`src/rtl/multi_mode_ff_bank.sv`:
```
// multi_mode_ff_bank: WIDTH-channel flip-flop bank that behaves as D, T, JK or SR
// flip-flops (selected by mode), built around a shared toggle core q <= q ^ t.
// Ports:
//   clk, reset      clock, synchronous active-high reset
//   en              update enable for all channels
//   mode            00 D, 01 T, 10 JK, 11 SR
//   a, b            per-channel D/T/J/S and K/R inputs
//   load, load_val  parallel load strobe and data (overrides en)
//   err_clr         clears sr_err and err_cnt
//   q, q_n          channel state and its inverse (q_n is combinational)
//   toggled         bits that changed on the most recent edge
//   sr_err, err_cnt sticky illegal-SR flag and saturating event counter
module multi_mode_ff_bank #(
   parameter int unsigned WIDTH     = 8,
   parameter int unsigned SR_POLICY = 0,
   parameter int unsigned ERR_CNT_W = 8
) (
   input  logic                 clk,
   input  logic                 reset,
   input  logic                 en,
   input  logic [1:0]           mode,
   input  logic [WIDTH-1:0]     a,
   input  logic [WIDTH-1:0]     b,
   input  logic                 load,
   input  logic [WIDTH-1:0]     load_val,
   input  logic                 err_clr,
   output logic [WIDTH-1:0]     q,
   output logic [WIDTH-1:0]     q_n,
   output logic [WIDTH-1:0]     toggled,
   output logic                 sr_err,
   output logic [ERR_CNT_W-1:0] err_cnt
);

   localparam logic [1:0] MODE_D  = 2'b00;
   localparam logic [1:0] MODE_T  = 2'b01;
   localparam logic [1:0] MODE_JK = 2'b10;
   localparam logic [1:0] MODE_SR = 2'b11;

   localparam logic [ERR_CNT_W-1:0] CNT_MAX = {ERR_CNT_W{1'b1}};
   localparam logic [ERR_CNT_W-1:0] CNT_ONE = ERR_CNT_W'(1);

   logic [WIDTH-1:0] jk_t;
   logic [WIDTH-1:0] both;
   logic [WIDTH-1:0] pol_t;
   logic [WIDTH-1:0] t;
   logic [WIDTH-1:0] q_next;
   logic             illegal;

   // Per-bit toggle vector for the selected mode
   always_comb begin
      jk_t  = (a & ~q) | (b & q);
      both  = a & b;
      pol_t = '0;
      if (SR_POLICY == 1) begin
         pol_t = ~q;
      end else if (SR_POLICY == 2) begin
         pol_t = q;
      end
      t = '0;
      case (mode)
         MODE_D:  t = a ^ q;
         MODE_T:  t = a;
         MODE_JK: t = jk_t;
         MODE_SR: t = (jk_t & ~both) | (pol_t & both);
         default: t = '0;
      endcase
   end

   // Next state with load > en priority; reset is handled in the register
   always_comb begin
      q_next = q;
      if (load) begin
         q_next = load_val;
      end else if (en) begin
         q_next = q ^ t;
      end
   end

   // One illegal event per cycle, regardless of how many bits have S=R=1
   assign illegal = (mode == MODE_SR) && en && !load && (|both);

   // State, change flags and error tracking
   always_ff @(posedge clk) begin
      if (reset) begin
         q       <= '0;
         toggled <= '0;
         sr_err  <= 1'b0;
         err_cnt <= '0;
      end else begin
         q       <= q_next;
         toggled <= q_next ^ q;
         if (illegal) begin
            sr_err <= 1'b1;
            if (err_clr) begin
               err_cnt <= CNT_ONE;
            end else if (err_cnt != CNT_MAX) begin
               err_cnt <= err_cnt + CNT_ONE;
            end
         end else if (err_clr) begin
            sr_err  <= 1'b0;
            err_cnt <= '0;
         end
      end
   end

   assign q_n = ~q;

endmodule

```
`config.mk`:
```
export PLATFORM = sky130hd
export DESIGN_NAME = multi_mode_ff_bank
export DESIGN_NICKNAME = d
export VERILOG_FILES = /design/src/rtl/multi_mode_ff_bank.sv
export SDC_FILE = /design/constraint.sdc
export NUM_CORES = 1
export LEC_CHECK = 0
export BUFFER_PORTS_ARGS = -buffer_cell sky130_fd_sc_hd__buf_2
export CORE_MARGIN = 2
export CORE_UTILIZATION = 40
export CTS_CLUSTER_DIAMETER = 40
export DETAILED_ROUTE_END_ITERATION = 8
export HOLD_SLACK_MARGIN = 0.02
export PLACE_DENSITY = 0.81
export SKIP_CTS_REPAIR_TIMING = 1
export SKIP_LAST_GASP = 1
export SYNTH_ARGS = -nofsm -noshare
export SYNTH_HDL_FRONTEND = slang
export SYNTH_SLANG_ARGS = --single-unit
```
`constraint.sdc`:
```
create_clock -name clk -period 1.44 [get_ports clk]
set_input_delay 0.072 -clock clk [delete_from_list [all_inputs] [get_ports clk]]
set_output_delay 0.072 -clock clk [all_outputs]
set_load 0.02 [all_outputs]
```
* Yosys cells after proc, flatten, opt, wreduce, memory -nomap -nowiden *
Cells that the tools add are included.

storage, ports and cells
  register bits = 25
  input port bits = 31
  output and inout port bits = 33
  word-level logic and storage cells = 37

operators by class
  add/sub/neg operators = 1
  equality and inequality tests = 4
  muxes and demuxes = 9
  bitwise gates (word level) = 10
  reductions and logical operators = 9

operators with widths
  kind                                            number
  2-to-1 mux 8 bit                                6
  bitwise AND 8 bit                               4
  case mux 8 bit (4 select lines)                 1
  bitwise XOR 8 bit                               3
  inverter 8 bit                                  2
  adder 8 x 1 -> 8 bit (second input constant)    1
  inequality test 8 bit (second input constant)   1
  bitwise OR 8 bit                                1
  OR reduction 8 bit                              1
  == test 2 bit (second input constant)           2
  nonzero test 2 bit                              2
  logical AND 1 bit                               3
  == test 2 x 1 -> 1 bit (second input constant)  1
  logical NOT 2 bit                               1
  2-to-1 mux 1 bit                                2
  AND reduction 2 bit                             1
  logical NOT 1 bit                               1

* Logic depth before layout (Yosys ltp) *
  depth in word-level cells = 9
  depth in mapped cells = 6
  mapped depth without buffers = 5

* Worst setup path before layout *
No wires, ideal clock.

  path kind = reg-to-reg
  from = register q[4]
  to = register toggled[4]
  library setup time = 0.122 ns
  data arrival time = 1.506 ns
  data required time = 1.318 ns
  path slack = -0.188 ns
  cell stages (with the launch flop) = 6
  cells stage by stage = dfxtp_1 > buf_2 > a2bb2oi_1 > a21oi_1 > or3_1 > a221o_1

between the ends
  cells in the longest elaborated chain, start to end = 9

ends and longest elaborated chain
  element                          RTL line  RTL
  start, declared                  27        output logic [WIDTH-1:0] q,
  start signal, assigned           90        q <= q_next;
  inverter 8 bit                   51        jk_t = (a & ~q) | (b & q);
  bitwise AND 8 bit                51
  bitwise OR 8 bit                 51
  bitwise AND 8 bit                64        MODE_SR: t = (jk_t & ~both) | (pol_t & both);
  case mux 8 bit (4 select lines)  60        case (mode)
  bitwise XOR 8 bit                75        q_next = q ^ t;
  2-to-1 mux 8 bit                 74        end else if (en) begin
  2-to-1 mux 8 bit                 72        if (load) begin
  bitwise XOR 8 bit *              91        toggled <= q_next ^ q;
  end signal, assigned             91
  end, declared                    29        output logic [WIDTH-1:0] toggled,

Mark *: on every way between the ends. The rest lies on a longest branch, timed or not.
A chain may end at the register's enable or synchronous reset.

* Worst setup path after layout *
  from = register err_cnt[0]
  to = register err_cnt[3]

between the ends
  cells in the longest elaborated chain, start to end = 4

ends and longest elaborated chain
  element                 RTL line  RTL
  start, declared         31        output logic [ERR_CNT_W-1:0] err_cnt
  start signal, assigned  97        err_cnt <= err_cnt + CNT_ONE;
  adder 8 x 1 -> 8 bit    97
  2-to-1 mux 8 bit        96        end else if (err_cnt != CNT_MAX) begin
  2-to-1 mux 8 bit        94        if (err_clr) begin
  2-to-1 mux 8 bit        92        if (illegal) begin

Several ways; a longest one is shown, not always the timed one. The select of a mux whose other input is x is not followed.

==> impl_metrics.csv <==
group,metric,value,unit
job,maxCapViolCount,0,
layout,finalNetCount,331,
synthesis,synthSimpleGateAreaFrac,24.2,%
clock_network,h-tree-depth,1,
floorplan,rows,23,
sta,period_minus_slack,1.43,ns
sta,setup_viol,0,
setup_path,slowest_delay,0.44,ns
synthesis,syn_area,1720,sq um
synthesis,syn_inst,225,
layout,multiInputGateArea,1140,sq um
clock_network,clkSinkCount,25,
power_and_ir_drop,clkPwrFrac,25.6,%
clock_network,cts_root_buf,"clkbuf_8",
sta,setup_tns,0,ns
sta,fin_crit_sh,99.2,%
clock_network,cts_buffers,3,
power_and_ir_drop,powerDensity,737,nW/um^2
global_routing,grt_use_total,18.9,%
synthesis,synth-compound-area-share,31.6,%
setup_path,rr_endpoint,"err_cnt[3]",
floorplan,num_io_pins,64,
setup_path,critical_path_peak_fanout,5,
setup_path,cp-end-kind,"register",
floorplan,fp.dieH,69.7,um
clock_network,clk_pin_slew_worst_paths,0.09,ns
synthesis,yosysSeqAreaShare,29.0,%
synthesis,synth_top_flop_cell,"dfxtp_1",
placement,dp_hpwl,3680,um
global_routing,first_global_vias,1768,
setup_path,required,1.64,ns
route,drc,0,
layout,drive_gt1_share,40.3,%
clock_network,worstSkewPairLatency,0.28,ns
layout,diodes,0,
layout,seqCellArea,518,sq um
power_and_ir_drop,power,0.00170,W
route,routed_via_density,5.59,
route,drt-wirelength-per-cell,13.5,um
placement,placedInstanceArea,2210,sq um
synthesis,synth_cell_types,52,
setup_path,worstRegToRegCells,5,
setup_path,slowest_stage,"or3_2",
global_routing,grt_overflow,0,
floorplan,die_w,69.7,um
route,met2RoutedLength,2320,um
synthesis,synth-edff-count,0,
hold_path,hp-start,"load_val[3]",
clock_network,clock_path_buffers,2,
sta,timing.hold.ws,0.0490,ns
sta,slew_headroom,74.7,%
global_routing,grt_max_degree,26,
route,first_iter_violations,92,
power_and_ir_drop,peakVddDrop,500,uV
placement,gp_congestion,0.872,
layout,final_common_cell,"buf_2",
sta,finClkSkew,0.00587,ns
route,met3_length,286,um
layout,final_cell_mix,"63 x buf_2, 24 x buf_4, 21 x a21oi_1, 18 x nand2_1, 16 x nor2_1",
synthesis,synth.avg_cell_area,7.66,sq um
floorplan,initial_core_util,42.2,%
sta,drv_slew,0,
hold_path,hold_path_class,"in -> reg",
setup_path,start_kind,"register",
setup_path,regToRegSetupSlack,0.01,ns
route,drtPass1Iterations,4,
placement,placedCellCount,343,
floorplan,dieArea,4850,sq um
synthesis,synth_top_family_by_area,"compound AO/OA/AOI/OAI gates",
hold_path,holdPathStages,3,
sta,grt_setup_unrepaired,"true",
route,finalWirelength,4700,um
placement,portBuffers,63,
route,routed.top_layer,"met4",
sta,fmax,0.700,GHz
power_and_ir_drop,combPwrFrac,29.6,%
layout,area_growth,33.7,%
synthesis,synth_xor_area_share,4.06,%
layout,design_area,2310,sq um
power_and_ir_drop,p_int,0.00115,W
setup_path,crit_type,"reg -> reg",
power_and_ir_drop,power.share.sequential,44.8,%
route,vias,1945,
global_routing,grt_first_pass_wirelength,7780,um
floorplan,coreArea,4090,sq um
clock_network,cts_tree,"yes",
synthesis,synth_warnings,0,
synthesis,async_flop_share,0,%
status,status,"finished, final reports clean",
synthesis,synth-seq-cells,25,
synthesis,muxShareOfSynthArea,2.54,%
power_and_ir_drop,switching_share,32.5,%
route,wl_met1,2060,um
setup_path,r2r-start,"err_cnt[0]",
setup_path,crit_arrival,1.63,ns
hold_path,holdPathEnd,"q[3]",
synthesis,syn_nets,257,
layout,n_fill_cell,396,
power_and_ir_drop,power.switching,0.000552,W
layout,stdcell_count,348,
power_and_ir_drop,p_leak,0.975,nW
global_routing,antenna_found_initial,0,
synthesis,synth-adder-area-share,0.726,%
sta,tightest_slew,0.376,ns
route,postRouteAntennaNets,0,
setup_path,crit_chain,"ha_4 > nand2_1 > o211ai_1 > or3_2 > a21oi_1",
sta,hold_viol_final,0,
## cells in the mapped netlist, drive strengths merged, types with 4 or more instances
library cell	number	area share [%]
nor2	16	3.5
nand2	19	4.1
o31ai	6	2.6
or4	4	1.7
a21oi	22	6.4
buf	11	3.6
nor3	6	1.7
dfxtp	25	29
xor2	5	2.5
a22oi	6	2.9
clkbuf	7	1.5
or2	5	1.8
nand3	9	2.6
o21ai	6	1.7
inv	13	2.8
nand2b	5	1.8
## through the flow
stage                     worst slack [ns]  utilization [%]
after CTS                          -0.0109             55.1
after floorplan                    -0.0802                -
after global routing               -0.0797             56.4
after detailed placement           -0.0818             54.0
after global placement             -0.0372             54.0
final                               0.0121             56.4
## critical path: cells and delay by family (launching register included)
kind / cells / cell delay (ns)
fa+ha+maj: 1 / 0.17
compound gates: 2 / 0.31
simple gates: 2 / 0.50
flops: 1 / 0.37
## how the worst max path moves through the flow
stage | endpoint | start | slack (ns) | cells after the start
finish | err_cnt[3] | err_cnt[0] | 0.01 | 5
global route | err_cnt[3] | err_cnt[0] | -0.08 | 5
CTS | toggled[3] | q[3] | -0.01 | 4
detailed placement | toggled[3] | mode[0] | -0.08 | 5
global placement | toggled[2] | mode[0] | -0.04 | 5
floorplan | toggled[4] | q[4] | -0.08 | 5
## power groups by stage
stage          combinational [W]  clock [W]  sequential [W]
2_1_floorplan           0.000274          0        0.000817
3_3_place_gp            0.000483          0        0.000779
3_5_place_dp            0.000491          0        0.000780
4_1_cts                 0.000492   0.000449        0.000763
5_1_grt                 0.000549   0.000471        0.000769
6_report                0.000503   0.000435        0.000762
## final cells by class
cell class / instances / share of cell area [%]
tap: 50 / 2.71
inverter: 13 / 2.12
timing repair buffer: 87 / 21.5
sequential: 25 / 22.5
multi-input combinational: 169 / 49.3
clock buffer: 4 / 1.95
## sequential cells by signal, indices dropped and copies added (netlist names)
name / cells
err_cnt: 8
q: 8
toggled: 8
sr_err: 1
## logic make-up after synthesis
kind of cell | count (synthesis)
simple gates | 80
compound gates | 76
buf+inv | 31
flops | 25
xor+xnor | 8
mux | 4
fa+ha+maj | 1
## per-layer routing
metal | GRT usage (%) | up-vias
li1 | - | 981
met1 | 23.7 | 893
met2 | 33.7 | 67
met3 | 2.76 | 4
met4 | 5.13 | 0
met5 | 0 | -
(Power assumes the default switching activity.)
